## config.mk

```make
export PLATFORM = sky130hd
export DESIGN_NAME = lsf_peak_collector
export DESIGN_NICKNAME = d
export VERILOG_FILES = /design/src/rtl/lsf_peak_collector.sv
export SDC_FILE = /design/constraint.sdc
export NUM_CORES = 1
export LEC_CHECK = 0
export ABC_AREA = 1
export CELL_PAD_IN_SITES_DETAIL_PLACEMENT = 1
export CELL_PAD_IN_SITES_GLOBAL_PLACEMENT = 1
export CORE_ASPECT_RATIO = 2
export CORE_MARGIN = 3
export CORE_UTILIZATION = 41
export DETAILED_ROUTE_END_ITERATION = 16
export GPL_TIMING_DRIVEN = 0
export MAX_ROUTING_LAYER = met4
export PLACE_DENSITY_LB_ADDON = 0.1
export SLEW_MARGIN = 20
export SYNTH_ARGS = -nofsm -noshare
export SYNTH_HDL_FRONTEND = slang
export SYNTH_SLANG_ARGS = --single-unit
```

## constraint.sdc

```tcl
create_clock -name clk -period 4 [get_ports clk]
set_input_delay 1 -clock clk [delete_from_list [all_inputs] [get_ports clk]]
set_output_delay 1 -clock clk [all_outputs]
set_load 0.03 [all_outputs]
```

## src/rtl/lsf_peak_collector.sv

```systemverilog
// lsf_peak_collector: segment window sequencer and peak reporter behind the LSF histogram.
// Optional ACCUM watchdog is enabled by defining LSF_PEAK_TIMEOUT_EN.
module lsf_peak_collector #(
    parameter int RBINS     = 128,
    parameter int CNT_W     = 4,
    parameter int MIN_HITS  = 3,
    parameter int DRAIN_CYC = 4,
    parameter int TIMEOUT   = 64
) (
    input  logic                     clk,
    input  logic                     rst,
    input  logic                     win_start,
    input  logic                     win_end,
    input  logic [$clog2(RBINS)-1:0] local_max_rbin,
    input  logic [CNT_W-1:0]         local_max_count,
    input  logic                     local_max_vld,
    output logic                     hist_enable,
    output logic                     hist_reset,
    output logic [$clog2(RBINS)-1:0] peak_rbin,
    output logic [CNT_W-1:0]         peak_count,
    output logic                     peak_vld,
    input  logic                     peak_ready,
    output logic                     busy,
    output logic                     win_drop,
    output logic [7:0]               n_reject,
    output logic                     timeout_err
);

    localparam int RW = $clog2(RBINS);
    localparam int DW = (DRAIN_CYC > 1) ? $clog2(DRAIN_CYC) : 1;

    typedef enum logic [2:0] {
        IDLE,
        ACCUM,
        DRAIN,
        OUTPUT,
        CLEAR
    } state_t;

    state_t          state;
    logic [DW-1:0]   drain_cnt;
    logic [RW-1:0]   best_rbin;
    logic [CNT_W-1:0] best_count;

    logic            take;
    logic [RW-1:0]   cand_rbin;
    logic [CNT_W-1:0] cand_count;
    logic            hit;
    logic            to_hit;

    // Candidate best including an update arriving in the evaluation cycle
    always_comb begin
        take       = 1'b0;
        cand_rbin  = best_rbin;
        cand_count = best_count;
        if ((state == ACCUM || state == DRAIN) && local_max_vld &&
            (local_max_count > best_count)) begin
            take       = 1'b1;
            cand_rbin  = local_max_rbin;
            cand_count = local_max_count;
        end
        hit = (cand_count >= CNT_W'(MIN_HITS));
    end

`ifdef LSF_PEAK_TIMEOUT_EN
    localparam int TW = $clog2(TIMEOUT + 1);

    logic [TW-1:0] to_cnt;

    assign to_hit = (state == ACCUM) && !win_end &&
                    (to_cnt == TW'(TIMEOUT - 1));

    // Count ACCUM cycles; a window that never sees win_end is forced closed
    always_ff @(posedge clk or posedge rst) begin
        if (rst) begin
            to_cnt      <= '0;
            timeout_err <= 1'b0;
        end else begin
            if (state != ACCUM)
                to_cnt <= '0;
            else if (!win_end)
                to_cnt <= to_cnt + TW'(1);
            if (to_hit)
                timeout_err <= 1'b1;
        end
    end
`else
    logic unused_timeout;

    assign unused_timeout = (TIMEOUT == 0);
    assign to_hit         = 1'b0;
    assign timeout_err    = 1'b0;
`endif

    // Window FSM with registered histogram controls and peak report
    always_ff @(posedge clk or posedge rst) begin
        if (rst) begin
            state       <= IDLE;
            drain_cnt   <= '0;
            best_rbin   <= '0;
            best_count  <= '0;
            hist_enable <= 1'b0;
            hist_reset  <= 1'b0;
            peak_rbin   <= '0;
            peak_count  <= '0;
            peak_vld    <= 1'b0;
            busy        <= 1'b0;
            win_drop    <= 1'b0;
            n_reject    <= '0;
        end else begin
            hist_reset <= 1'b0;
            win_drop   <= win_start && (state != IDLE);
            if (take) begin
                best_rbin  <= local_max_rbin;
                best_count <= local_max_count;
            end
            unique case (state)
                IDLE: begin
                    if (win_start) begin
                        best_rbin   <= '0;
                        best_count  <= '0;
                        hist_enable <= 1'b1;
                        busy        <= 1'b1;
                        if (win_end) begin
                            state     <= DRAIN;
                            drain_cnt <= DW'(DRAIN_CYC - 1);
                        end else begin
                            state <= ACCUM;
                        end
                    end
                end
                ACCUM: begin
                    if (win_end || to_hit) begin
                        state     <= DRAIN;
                        drain_cnt <= DW'(DRAIN_CYC - 1);
                    end
                end
                DRAIN: begin
                    if (drain_cnt == '0) begin
                        hist_enable <= 1'b0;
                        if (hit) begin
                            state      <= OUTPUT;
                            peak_vld   <= 1'b1;
                            peak_rbin  <= cand_rbin;
                            peak_count <= cand_count;
                        end else begin
                            state      <= CLEAR;
                            hist_reset <= 1'b1;
                            if (n_reject != 8'hFF)
                                n_reject <= n_reject + 8'd1;
                        end
                    end else begin
                        drain_cnt <= drain_cnt - DW'(1);
                    end
                end
                OUTPUT: begin
                    if (peak_ready) begin
                        state      <= CLEAR;
                        peak_vld   <= 1'b0;
                        hist_reset <= 1'b1;
                    end
                end
                CLEAR: begin
                    state <= IDLE;
                    busy  <= 1'b0;
                end
                default: begin
                    state       <= IDLE;
                    hist_enable <= 1'b0;
                    peak_vld    <= 1'b0;
                    busy        <= 1'b0;
                end
            endcase
        end
    end

endmodule

```

Yosys cells after proc, flatten, opt, wreduce, memory -nomap -nowiden. Cells that the tools add are included. Widths: inputs -> output; s select.

Output and inout port bits: 25. Register bits after elaboration: 40. Input port bits: 17. Word-level logic and storage cells: 81.

Mux-type cells: 32. Add/subtract/negate cells: 2. Reduce and logical (&&, ||, !) cells: 18. Eq/ne operators: 11. Bitwise logic cells: 4. Magnitude comparators: 2.

Operators by type and width (number): $mux 7 (4); $mux 4 (4); $mux 3 (5); $pmux 3 s4 (1); $reduce_and 4->1 (3); $ne 2x2->1 const B (5); $mux 1 (9); $reduce_and 3->1 (3); $reduce_or 3->1 (3); $add 8x1->8 const B (1); $mux 2 (4); $ne 8x8->1 const B (1); $eq 3x2->1 const B (2); $pmux 1 s3 (2); $pmux 2 s3 (1); $reduce_bool 3->1 (2); $ge 4x2->1 const B (1); $gt 4x4->1 (1); $not 1->1 (4); $pmux 1 s2 (2); $eq 3x1->1 const B (1); $eq 3x3->1 const B (1); $logic_and 1x1->1 (3); $logic_not 3->1 (1); other kinds (5) (5).

Logic depth before layout (Yosys ltp).
Depth in word-level cells: 9. Mapped depth: 16. Gate-level depth less buffers: 16.

Least setup slack after synthesis. OpenSTA, ideal clock, no wires.

Kind: input to register. From: in local_max_count[3]. To: reg peak_count[0]. Arrival time: 2.386 ns. Data required time: 3.882 ns. Stages: 12. Path buffers: 1. Library setup time: 0.118 ns. Setup slack: 1.496 ns. Cells stage by stage: ha_1 > nand2_1 > nor2_1 > nor2_2 > nand3_4 > nand2_2 > nand2_2 > nor2_4 > nand2_4 > buf_4 > nand4_1 > nand2_1.

Longest elaborated chain between the ends: 5.

Ends and longest elaborated chain: from (decl) (line 15) `input logic [CNT_W-1:0] local_max_count,`; $gt 4x4->1 (line 57) `(local_max_count > best_count)) begin`; $logic_and 1x1->1 (line 56) `if ((state == ACCUM || state == DRAIN) && local_max_vld &&`; $mux 4 * (line 56); $ge 4x2->1 (line 62) `hit = (cand_count >= CNT_W'(MIN_HITS));`; $reduce_and 3->1 (no source line); to (signal assigned) (line 145) `peak_count <= cand_count;`; to (decl) (line 20) `output logic [CNT_W-1:0] peak_count,`.

Mark *: on every way between the ends. The rest lies on a longest branch, timed or not. A chain may end at the register's enable or synchronous reset.

Final worst setup path.
From: in local_max_count[0]. To: reg n_reject[6].

Longest elaborated chain between the ends: 6.

Ends and longest elaborated chain: $gt 4x4->1 (line 57); $logic_and 1x1->1 (line 56); $mux 4 * (line 56); $ge 4x2->1 * (line 62); $not 1->1 (no source line) *; $reduce_and 4->1 (no source line) *; to (signal assigned) (line 150) `n_reject <= n_reject + 8'd1;`; to (decl) (line 25) `output logic [7:0] n_reject,`.

Marks and branches as above.

==> results.cfg <==
[status]
status = finished, final reports clean

[clock_tree]
tritoncts = done
cts.sinks = 40
htreeDepth = 2
cts_root_buffer = clkbuf_8
cts_buffers = 5
clkSlewWorstSetupHoldPaths_ns = 0.08
clk_latency_ns = 0.30
clock_path_buffers = 2
post_cts_buffers = 0
cts_hold_buf = 0
postCtsResizedCells = 0

[placement]
place.port_buffers = 40
dpl.hpwl_um = 3970
place_worst_setup_slack_ns = 0.675
place_inst = 361
finalWeightedCongestion = 0.832

[layout]
drive_above_1_share_pct = 10.9
fin_util_pct = 55.6
diodes = 0
nets = 334
area_growth_pct = 28.0
final_cells = 369

[detailed_routing]
vias_per_cell = 4.98
antenna_left = 0
wirelength_um = 5220
dr.pass1.iters = 5
drcViolationCount = 0
post_drt_wl_per_cell_um = 14.1
via_count = 1838
drtIter0Drc = 27

[synthesis]
netlist_area_um2 = 2150
syn_inst = 263
ys_ff_latch = 40
syn_nets = 286
synth_area_per_cell_um2 = 8.18
synth_seq_area_share_pct = 46.5
ys_warn_count = 0
synth_cell_types = 33

[critical_path]
critPathLaunchType = primary input
crit_top_cell = nand2_1
cp-startpoint = local_max_count[0]
end_kind = flop
crit_chain = clkdlybuf4s50_1, inv_1, ha_1, nand2_1, nor2_1, nor2_2, nand3_4, nand2_2, nand2_1, nor2_4, nand4_2, nand2_1, nand2_1
ff2ff_path_depth = 12
r2r_start = best_count[3]$_DFF_PP0_
required_ns = 4.18
crit_type = in -> reg
timing.rr.end = n_reject[6]$_DFFE_PP0P_
critPathArrivalTime_ns = 3.19
worstPathMaxFanout = 9
r2r_slack_ns = 1.77
critPathMaxStageDelay_ns = 0.48
critical_path.slowest_cell = clkdlybuf4s50_1

[timing]
worst_slew_pin_slew_ns = 0.533
max_freq_ghz = 0.333
setup_tns_ns = 0
timing.final.max_slew_violations = 0
slew_headroom_pct = 64.4
hold_violations = 0
period_minus_slack_ns = 3.01
rsz0062_at_grt = false
finClkSkew_ns = 0.0126
finalSetupViolations = 0
fin_ws_ns = 0.993
fin_crit_sh_pct = 75.2

[grt]
grt_pass1_wl_um = 9020
grt_use_total_pct = 19.2
grt_max_degree = 28
grt_pass1_vias = 1986
grt_overflow = 0
antenna_found_initial = 0

[job]
timing.max_cap.violations = 0

[die]
die_x_um = 57.2
fp-row-count = 36
die-area_um2 = 6210
core_um2 = 4950
die_h_um = 108
pin_count = 42
initial_core_util_pct = 43.4

[power_and_ir_drop]
powerDensity_nw_per_um2 = 729
ir_drop_v = 0.000447
power_w = 0.00201
leakagePower_nw = 1.43

[min_path]
hp-class = reg -> reg
whs_path_depth = 2
hold_path_startpoint = peak_count[1]$_DFFE_PP0P_
hold_end = peak_count[1]$_DFFE_PP0P_
-- area by class of cell --
cell class              count  area (um^2)
plain buffers               8         53.8
clock buffers               5         68.8
clock inverters             3         42.5
fillers                   614         2200
inverters                  43          163
multi-input cells         172          935
flip-flops and latches     40         1000
well taps                  57         71.3
repair buffers             41          420
-- sequential cells by signal (all words and copies together) (netlist names) --
| signal | count |
|---|---|
| n_reject | 8 |
| best_rbin | 7 |
| peak_rbin | 7 |
| best_count | 4 |
| peak_count | 4 |
| state | 3 |
| drain_cnt | 2 |
| busy | 1 |
| hist_enable | 1 |
| hist_reset | 1 |
| peak_vld | 1 |
| win_drop | 1 |
-- cell usage in the layout, fill, tap and decap left out, types with 2 or more instances in the layout --
master and count:
xor2_1 5, nor2_4 2, inv_2 3, a21boi_0 2
nand4_1 15, clkdlybuf4s50_1 40, buf_6 2, o21ai_0 5
a21oi_1 5, buf_4 2, nand2_2 5, nand2_1 74
ha_1 6, nand3_2 3, clkbuf_1 2, nand3_1 12
nor3_1 2, clkinv_2 2, o21a_1 7, dfrtp_1 40
clkbuf_8 5, nand2_4 2, inv_1 39, nor2_1 18
-- cells in the mapped netlist (all sizes together) --
library cell | count | share of area [%]
nand2 | 81 | 15
clkinv | 1 | 0.23
ha | 6 | 3.5
a21oi | 5 | 1.2
xor2 | 5 | 2.0
a22oi | 1 | 0.35
nor2 | 21 | 4.5
a21boi | 2 | 0.70
dfrtp | 40 | 47
a211oi | 1 | 0.35
inv | 42 | 7.3
o21ai | 5 | 1.2
o21a | 7 | 2.4
buf | 6 | 2.2
clkbuf | 2 | 0.35
a31oi | 1 | 0.58
nor4 | 1 | 0.29
nor3 | 2 | 0.47
conb | 1 | 0.17
nand4 | 16 | 4.9
nand3 | 16 | 5.0
xnor2 | 1 | 0.41
-- per-layer routing --
layer  global-route usage (%)  up-vias  share of wire, %  wire (um)
met5                        -        -                 0          0
met4                     6.47        0               1.6         83
met3                     3.11        4               2.5        132
met2                     36.2       24                58       3020
met1                     19.5      889                38       1990
li1                         -      921                 -          -
-- worst max path at each step --
stage / endpoint / slack, ns / cells after the start
5_1_grt: n_reject[5]$_DFFE_PP0P_ / 0.80 / 12
2_1_floorplan: peak_count[0]$_DFFE_PP0P_ / 1.50 / 12
4_1_cts: n_reject[4]$_DFFE_PP0P_ / 0.99 / 13
3_5_place_dp: n_reject[7]$_DFFE_PP0P_ / 0.68 / 13
3_3_place_gp: n_reject[4]$_DFFE_PP0P_ / 0.72 / 13
6_report: n_reject[6]$_DFFE_PP0P_ / 0.99 / 13
-- logic make-up after synthesis --
| logic type | synth area share [%] |
|---|---|
| fa+ha+maj | 3.49 |
| buf+inv | 10.1 |
| flops | 46.5 |
| xor+xnor | 2.44 |
| simple gates | 30.6 |
| other cells | 0.174 |
| compound gates | 6.74 |
-- report_power, final --
| part | total, W | internal (W) | switching, W | leakage (nW) |
|---|---|---|---|---|
| Sequential | 0.000632 | 0.000547 | 0.0000851 | 0.525 |
| Clock | 0.000330 | 0.000185 | 0.000145 | 0.0541 |
| Combinational | 0.00105 | 0.000383 | 0.000664 | 0.853 |
| Total | 0.00201 | 0.00111 | 0.000894 | 1.43 |
-- critical path: cells and delay by family --
kind / cells / cell delay [ns]
buf+inv: 2 / 0.53
fa+ha+maj: 1 / 0.28
simple gates: 10 / 1.37
-- metrics by stage --
| step | cell area, um^2 | hold slack, ns |
|---|---|---|
| global route | 2760 | 0.516 |
| finish | 2760 | 0.478 |
| detailed placement | 2640 | 0.458 |
| CTS | 2760 | 0.480 |
| floorplan | 2150 | 0.457 |
| global placement | 2620 | 0.454 |
Power figures use the tool's default switching activity.
